File: config.mk
export PLATFORM = sky130hd
export DESIGN_NAME = spi_reg_slave
export DESIGN_NICKNAME = d
export VERILOG_FILES = /design/src/rtl/spi_reg_slave.sv
export SDC_FILE = /design/constraint.sdc
export NUM_CORES = 1
export LEC_CHECK = 0
export CAP_MARGIN = 20
export CORE_ASPECT_RATIO = 0.5
export CORE_UTILIZATION = 50
export DETAILED_ROUTE_END_ITERATION = 12
export PLACE_DENSITY = 0.89
export SLEW_MARGIN = 20
export SYNTH_ARGS = -nofsm -noshare
export SYNTH_HDL_FRONTEND = slang
export SYNTH_SLANG_ARGS = --single-unit
File: constraint.sdc
create_clock -name clk -period 5.5 [get_ports clk]
set_input_delay 0.825 -clock clk [delete_from_list [all_inputs] [get_ports clk]]
set_output_delay 0.825 -clock clk [all_outputs]
set_load 0.05 [all_outputs]
File: src/rtl/spi_reg_slave.sv
// spi_reg_slave: SPI mode-0 register bank in the clk domain; SPI_REGS_READBACK_EN enables MISO readback
module spi_reg_slave #(
  parameter int ADDR_W = 3,
  localparam int NUM_REGS = 2 ** ADDR_W
) (
  input  logic                  clk,
  input  logic                  rstb,
  input  logic                  ena,
  input  logic                  sclk_sync,
  input  logic                  cs_n_sync,
  input  logic                  mosi_sync,
  output logic                  miso,
  output logic [NUM_REGS*8-1:0] regs_out,
  output logic                  wr_strobe,
  output logic [ADDR_W-1:0]     wr_addr
);
  localparam logic [1:0] IDLE = 2'd0, CMD = 2'd1, DATA = 2'd2, DONE = 2'd3;
  logic [1:0] state;
  logic [3:0] cnt;
  logic [6:0] rx;
  logic [6:0] addr;
  logic       is_wr;
  logic       sclk_prev;
  logic       strobe;
  logic       rise;
  logic [7:0] frame_byte;
  logic       cmd_done;
  logic       commit;
  assign rise       = sclk_sync & ~sclk_prev;
  assign frame_byte = {rx, mosi_sync};
  assign cmd_done   = state == CMD && !cs_n_sync && rise && cnt == 4'd7;
  assign commit     = state == DATA && !cs_n_sync && rise && cnt == 4'd15 && is_wr && (addr >> ADDR_W) == 7'd0;
  assign wr_strobe  = strobe & ena;
  // frame decode FSM, register bank and write commit
  always_ff @(posedge clk) begin
    if (!rstb) begin
      state     <= IDLE;
      cnt       <= '0;
      rx        <= '0;
      addr      <= '0;
      is_wr     <= 1'b0;
      sclk_prev <= 1'b0;
      strobe    <= 1'b0;
      regs_out  <= '0;
      wr_addr   <= '0;
    end else begin
      strobe <= ena & commit;
      if (ena) begin
        sclk_prev <= sclk_sync;
        if (state == IDLE) begin
          if (!cs_n_sync) begin
            state <= CMD;
            cnt   <= '0;
            rx    <= '0;
          end
        end else if (state == DONE) begin
          if (cs_n_sync) state <= IDLE;
        end else if (cs_n_sync) begin
          state <= IDLE;
        end else if (rise) begin
          rx  <= frame_byte[6:0];
          cnt <= cnt == 4'd15 ? cnt : cnt + 4'd1;
          if (cmd_done) begin
            state <= DATA;
            is_wr <= frame_byte[7];
            addr  <= frame_byte[6:0];
          end
          if (state == DATA && cnt == 4'd15) state <= DONE;
          if (commit) begin
            regs_out[{addr[ADDR_W-1:0], 3'b000} +: 8] <= frame_byte;
            wr_addr <= addr[ADDR_W-1:0];
          end
        end
      end
    end
  end
`ifdef SPI_REGS_READBACK_EN
  logic [7:0] tx;
  logic       fall;
  assign fall = ~sclk_sync & sclk_prev;
  assign miso = state == DATA && tx[7];
  // tx load on the 8th rise; the fall right after the load is skipped so bit7 is held for the 9th rise
  always_ff @(posedge clk) begin
    if (!rstb) tx <= '0;
    else if (ena) begin
      if (state == IDLE && !cs_n_sync) tx <= '0;
      else if (cmd_done) tx <= (!frame_byte[7] && (frame_byte[6:0] >> ADDR_W) == 7'd0) ? regs_out[{frame_byte[ADDR_W-1:0], 3'b000} +: 8] : 8'h00;
      else if (state == DATA && !cs_n_sync && fall && cnt != 4'd8) tx <= {tx[6:0], 1'b0};
    end
  end
`else
  assign miso = 1'b0;
`endif
endmodule

Word level (Yosys, flattened, before mapping) --
Cells that the tools add are included.
Word-level totals: output and inout port bits 69, bits in registers 90
Operators by class: equal/unequal tests 10, reductions and logical operators 20, bitwise gates (word level) 7, shifts and indexed selects 2, multiplexer cells 20, add/sub/neg operators 2
Operators by type and width (number):
- bitwise mux 64 bit | 1
- variable shift 8 x 8 -> 64 bit, first input constant | 1
- variable part select 8 x 8 -> 64 bit | 1
- two-way mux 7 bit | 5
- two-way mux 4 bit | 6
- AND reduction 6 bit | 3
- two-way mux 2 bit | 8
- AND reduction 5 bit | 2
- logical AND 1 bit | 9
- negator 6 -> 8 bit | 1
- zero test 7 bit | 1
- adder 4 x 1 -> 4 bit, second input constant | 1
- == test 2 bit, second input constant | 2
- == test 4 x 3 -> 1 bit, second input constant | 1
- == test 4 bit, second input constant | 1
- inequality test 2 x 1 -> 1 bit, second input constant | 2
- inequality test 2 bit, second input constant | 2
- inverter 1 bit | 4
- nonzero test 4 bit | 1
- bitwise AND 1 bit | 3
- inequality test 3 bit, second input constant | 1
- nonzero test 3 bit | 1
- == test 2 x 1 -> 1 bit, second input constant | 1
- zero test 2 bit | 1
- 2 further kinds | 2

Longest topological paths before layout --
Gate-level depths: netlist of the first run.
depth in word-level cells 10, depth in mapped cells 8, mapped depth without buffers 7

Worst setup path after synthesis of the first run --
Ideal clock, no wire load.
kind reg2reg, start point reg addr[0], end point reg regs_out[57], path slack 3.421 ns, path buffers 1, arrival 2.008 ns, setup time 0.072 ns, cell stages (with the launch flop) 9, path through dfxtp_1 inv_1 ha_1 ha_1 buf_2 nor3b_1 nor2b_1 nand3_1 mux2i_1
Between the ends: longest elaborated chain between the ends 3, elaborated cells between the ends (all ways) 4, those cells by class add/sub (1); shift (2); mux (1)
Ends and longest elaborated chain:
- start, declared | line 21 | logic [6:0] addr;
- start signal, assigned | line 66 | addr <= frame_byte[6:0];
- negator 6 -> 8 bit * | line 70 | regs_out[{addr[ADDR_W-1:0], 3'b000} +: 8] <= frame_byte;
- variable part select 8 x 8 -> 64 bit or variable shift 8 x 8 -> 64 bit (tied branches) | line 70
- bitwise mux 64 bit * | line 70
- end signal, assigned by index | line 70
- end, declared | line 13 | output logic [NUM_REGS*8-1:0] regs_out,
Every way passes the cells marked *; elsewhere a longest branch is shown, timed or not. A chain may end at the register's enable or synchronous reset.

Worst setup path in the final report of the first run --
start point in ena, end point out wr_strobe
Between the ends: longest elaborated chain between the ends 1
Ends and longest elaborated chain:
- start, declared | line 8 | input logic ena,
- bitwise AND 1 bit | line 33 | assign wr_strobe = strobe & ena;
- end, declared | line 14 | output logic wr_strobe,
No other way between the ends.

==> metrics.txt, run 1 <==
status finished clean; DR vias/cell 5.34; CP max FO 6; max_cap viols 0; DR WL/cell 15.2 µm; Die X-Extent 129 µm; Hold EP regs_out[12]$_SDFFE_PN0P_; Hold Vio Cnt, Final 0; final period utilization 57.3%; Synth warnings 0; port bufs 73; CTS clk-pin slew, worst paths 0.06 ns; Root Driver clkbuf_16; R2R Path End regs_out[54]$_SDFFE_PN0P_; core area 7600 µm²; vias in the first global route 2947; fin crit period 3.15 ns; Post-CTS Setup Repair Bufs 0; Hold Crit Start regs_out[12]$_SDFFE_PN0P_; reg2reg path depth 6; CTS tree done; DR iter-0 viols 219; worst reg2reg setup slack 2.73 ns; DP HPWL 5970 µm; post-placement cell count 576; CTS Sinks 90; DR vias 3164; Cell Pwr Density 268 nW/µm²; maximum VDD drop 145 µV; Initial DRT Pass Iterations 5; top-level I/O count 75; fraction of layout cells with a size suffix above 1 5.37%; startpoint types input port; CP arrival 2.33 ns; flops & latches, synth 90; Routed WL 8970 µm; global-route wire length before repair 14600 µm; synthesized instance count 431; HP Class reg -> reg; # rows 22; Layout Cells excl Fill 592; initial core utilization 53.4%; hold_ws 0.456 ns; Pleak 2.07 nW; worst hold stages 2; post-CTS resize count 0; WP data required 4.68 ns; total grt overflow 0; initial antenna violation count 0; die area 8490 µm²; kind of end point of the critical path output port; Final WS setup 2.35 ns; RePlAce Congestion 0.777; RSZ-0062 raised after global routing false; highest clock rate 317 MHz; Remaining DRCs 0; RR Startpoint addr[0]$_SDFFE_PN0P_; post-layout util 67.0%; Top FF cell, synth dfxtp_1; EDFF count, synth 0; Sum Neg Setup Slack 0 ns; Final Setup Violations 0; Final nets 495; Max-Slew Margin vs Limit 40.4%; CTS Buffer Depth 2; asr flop ratio synth 0%; Setup Skew 0.00672 ns; all-layer global routing usage 22.9%; worst-skew pair later-pin latency 0.35 ns; Avg Inst Size Synth 9.41 µm²; Seq/Total Area, Yosys 44.4%; ANT nets after route 0; dpl ws 2.12 ns; Distinct cells, synth 41; Slew Viols, Final 0; Worst-Margin Slew 0.894 ns; H-Tree Depth 3; area of the mapped netlist 4050 µm²; CTS Buf Count 9; Antenna Diode Count 0; die height 65.7 µm; kind of critical path in -> out; largest net degree at the start of global routing 101; syn_nets 447; area delta synth->final 25.5%; cts hold-fix bufs 0
-- worst max path at each step --
stage	cells after the start	endpoint	slack (ns)	startpoint
2_1_floorplan	8	regs_out[57]$_SDFFE_PN0P_	3.42	addr[0]$_SDFFE_PN0P_
5_1_grt	3	wr_strobe	2.27	ena
4_1_cts	3	wr_strobe	2.35	ena
6_report	3	wr_strobe	2.35	ena
3_3_place_gp	5	cnt[1]$_SDFFE_PN0P_	2.22	ena
3_5_place_dp	5	cnt[1]$_SDFFE_PN0P_	2.12	ena
-- metrics by stage --
| stage | power [mW] | instance area (µm²) |
|---|---|---|
| final | 1.36 | 5090 |
| after global placement | 0.709 | 4750 |
| after detailed placement | 0.710 | 4750 |
| after CTS | 1.37 | 5080 |
| after global routing | 1.41 | 5090 |
| after floorplan | 0.702 | 4050 |
-- worst max-delay path: stages --
cell	delay, ns
clkdlybuf4s50_1	0.55
and2_1	0.15
clkdlybuf4s50_1	0.80
-- sequential cells by signal (all words and copies together), names as in the netlist --
register,flops
state,2
addr,7
regs_out,64
wr_addr,3
sclk_prev,1
is_wr,1
cnt,4
strobe,1
rx,7
-- area by class of cell --
| class | count | area, µm² |
|---|---|---|
| flip-flops and latches | 90 | 1800 |
| well taps | 108 | 135 |
| clock inverters | 6 | 90.1 |
| multi-input cells | 299 | 2070 |
| inverters | 5 | 18.8 |
| repair buffers | 74 | 736 |
| fillers | 604 | 2510 |
| clock buffers | 10 | 239 |
-- Yosys cell counts (5+ instances only) --
library cell / n / area share [%]
mux2i_1: 78 / 19
buf_2: 7 / 0.86
nor2b_1: 14 / 2.2
buf_1: 6 / 0.56
nand4b_1: 10 / 2.2
a21boi_0: 8 / 1.5
nand2_1: 95 / 8.8
clkbuf_1: 19 / 1.8
ha_1: 10 / 3.1
nand3_1: 37 / 4.6
nor2_1: 7 / 0.65
dfxtp_1: 90 / 44
inv_1: 5 / 0.46
nand4_1: 6 / 0.93
-- report_power, final --
| part | leakage, nW | total [mW] | internal [mW] | switching (mW) |
|---|---|---|---|---|
| logic | 1.18 | 0.0409 | 0.0126 | 0.0283 |
| clock network | 0.159 | 0.667 | 0.411 | 0.256 |
| registers | 0.725 | 0.655 | 0.653 | 0.00176 |
| total | 2.07 | 1.36 | 1.08 | 0.286 |
-- layout by cell type, fill, tap and decap left out, drive strengths merged, types with 2 or more instances in the layout --
cell / netlist / routed
nand4b: 10 / 10
clkinv: 0 / 3
bufinv: 0 / 2
a21boi: 8 / 8
mux2i: 78 / 78
nor2b: 14 / 14
nand2: 95 / 95
clkdlybuf4s50: 0 / 72
buf: 18 / 2
nor2: 7 / 7
xor2: 2 / 2
nor3b: 3 / 3
dfxtp: 90 / 90
and3: 3 / 3
a21oi: 2 / 2
clkbuf: 19 / 10
o21ai: 3 / 3
nand3: 37 / 37
ha: 10 / 10
and4b: 2 / 2
nand4: 10 / 10
nor4b: 2 / 2
inv: 5 / 5
-- cell families after synthesis --
logic type | synth area share, %
other | 0.0925
buffers and inverters | 4.66
adder cells (fa/ha/maj) | 3.09
AND/OR/NAND/NOR | 24.7
AO/OA/AOI/OAI | 3.36
XOR/XNOR | 0.432
flip-flops | 44.4
multiplexers | 19.3
-- routing by layer --
metal | share of wire (%) | vias to the layer above | track usage (%)
li1 | - | 1576 | -
met1 | 44 | 1505 | 28.3
met2 | 48 | 74 | 38.0
met3 | 7.0 | 9 | 7.74
met4 | 0.87 | 0 | 6.62
met5 | 0 | - | 0
(Power assumes the default switching activity.)
==> run 2: changes to the inputs <==
==> constraint.sdc (replaced) <==
create_clock -name clk -period 3.2 [get_ports clk]
set_input_delay 0.48 -clock clk [delete_from_list [all_inputs] [get_ports clk]]
set_output_delay 0.48 -clock clk [all_outputs]
set_load 0.05 [all_outputs]
==> run 2 against run 1 <==
Effect of this change:
- wire length shrank 1.8%
- combinational power grew 84%
- design area grew 0.71%
- flip-flop and latch count is the same
- core utilization grew 0.48 points
- critical endpoint is now regs_out[33]$_SDFFE_PN0P_
- non-clock buffer count grew 7
- sequential share of layout area shrank 0.25 points
- cell count grew 1.0%
- sequential power grew 73%
- die area is the same
- clock-buffer cell count grew 3
==> metrics.txt, run 2 (synthesis results as in run 1) <==
Die X-Extent 129 µm; family with the most delay on the worst path adder cells; CTS Buffer Depth 2; largest net degree at the start of global routing 73; Antenna Diode Count 0; CTS Sinks 90; ANT nets after route 0; CP max FO 14; all-layer global routing usage 22.5%; Routed WL 8810 µm; RSZ-0062 raised after global routing false; Crit-path slowest cell dfxtp_1; crit path buf inv count 1; CTS clk-pin slew, worst paths 0.06 ns; die area 8490 µm²; most flop-heavy register regs_out; global-route wire length before repair 14600 µm; Pleak 2.10 nW; dpl ws 0.469 ns; kind of critical path reg -> reg; worst path cell trace inv_1 > ha_1 > ha_1 > nor4b_1 > and3_1 > mux2i_1; highest clock rate 366 MHz; max_cap viols 0; initial core utilization 53.4%; final period utilization 85.5%; CTS tree done; Post-CTS Setup Repair Bufs 0; area delta synth->final 26.4%; Hold Vio Cnt, Final 0; DP Area 4820 µm²; Final Setup Violations 0; Remaining DRCs 0; top-level I/O count 75; # rows 22; WP data required 3.46 ns; Max-Slew Margin vs Limit 59.3%; Design Power 2.28 mW; Initial DRT Pass Iterations 5; Multi-input gate area 2060 µm²; most frequent cells in the layout nand2_1, dfxtp_1, mux2i_1; commonest non-fill, non-tap cell in the layout nand2_1; initial antenna violation count 0; Slew Viols, Final 0; startpoint types flop; Root Driver clkbuf_16; Worst-Margin Slew 0.611 ns; worst-skew pair later-pin latency 0.34 ns; DP HPWL 5920 µm; crit-path max cell delay 0.60 ns; Final WS setup 0.464 ns; Finished Cell Area 5120 µm²; status finished clean; Largest register FFs 64; Setup Skew 0.00442 ns; vias in the first global route 2981; Final nets 502; port bufs 73; maximum VDD drop 244 µV; post-CTS resize count 0; register area 1800 µm²; most frequent CP cell ha_1; hold_ws 0.459 ns; HP Class reg -> reg; Cell Pwr Density 444 nW/µm²; total grt overflow 0; DR WL/cell 14.7 µm; CTS Buf Count 9; core area 7600 µm²; die height 65.7 µm; DR vias 3223; Filler cells 580; cts hold-fix bufs 0; Sum Neg Setup Slack 0 ns; DR iter-0 viols 288; RePlAce Congestion 0.789; fraction of layout cells with a size suffix above 1 6.12%; CP arrival 3.00 ns; H-Tree Depth 3; Regs by FF count regs_out: 64 flops, addr: 7 flops, rx: 7 flops; fin crit period 2.74 ns; DR vias/cell 5.39; kind of end point of the critical path flop
## run 2: area by class of cell
cell class                 instances  area share [%]
inverter                           5           0.366
sequential                        90            35.2
tap                              108            2.64
clock buffer                      13            5.27
timing repair buffer              81            15.6
multi-input combinational        299            40.3
clock inverter                     2           0.684
## run 2: worst paths after layout
kind | start | to | slack, ns | depth (start not counted)
worst min-delay path | regs_out[12]$_SDFFE_PN0P_ | regs_out[12]$_SDFFE_PN0P_ | 0.46 | 2
worst min register to register | regs_out[12]$_SDFFE_PN0P_ | regs_out[12]$_SDFFE_PN0P_ | 0.46 | 2
worst max register to register | addr[0]$_SDFFE_PN0P_ | regs_out[33]$_SDFFE_PN0P_ | 0.46 | 6
worst max-delay path | addr[0]$_SDFFE_PN0P_ | regs_out[33]$_SDFFE_PN0P_ | 0.46 | 6
## run 2: power by group
| part | switching [mW] | internal [mW] |
|---|---|---|
| logic | 0.0502 | 0.0249 |
| registers | 0.00327 | 1.12 |
| clock network | 0.410 | 0.663 |
## run 2: worst register-to-register path: stages (launching register included)
cell and delay (ns):
dfxtp_1 0.60, inv_1 0.20, ha_1 0.25, ha_1 0.56, nor4b_1 0.30, and3_1 0.51
mux2i_1 0.25
## run 2: metrics by stage
stage / utilization (%) / std cells
after CTS: 67.5 / 598
after global placement: 63.4 / 583
after detailed placement: 63.4 / 583
after floorplan: - / 431
after global routing: 67.5 / 598
final: 67.5 / 598
## run 2: per-layer routing
metal | global-route usage [%] | up-vias | wire length (µm)
li1 | - | 1594 | -
met4 | 7.21 | 0 | 80
met3 | 7.08 | 9 | 628
met2 | 37.0 | 85 | 4120
met5 | 0 | - | 0
met1 | 28.0 | 1535 | 3980
==> run 3: changes to the inputs <==
--- a/config.mk
+++ b/config.mk
@@ -10,6 +10,8 @@
 export CORE_UTILIZATION = 50
 export DETAILED_ROUTE_END_ITERATION = 12
 export PLACE_DENSITY = 0.89
+export SETUP_SLACK_MARGIN = 0.02
+export SKIP_LAST_GASP = 1
 export SLEW_MARGIN = 20
 export SYNTH_ARGS = -nofsm -noshare
 export SYNTH_HDL_FRONTEND = slang
==> results of run 3 <==
The final DEF is identical to that of run 2; final timing and power are the same.
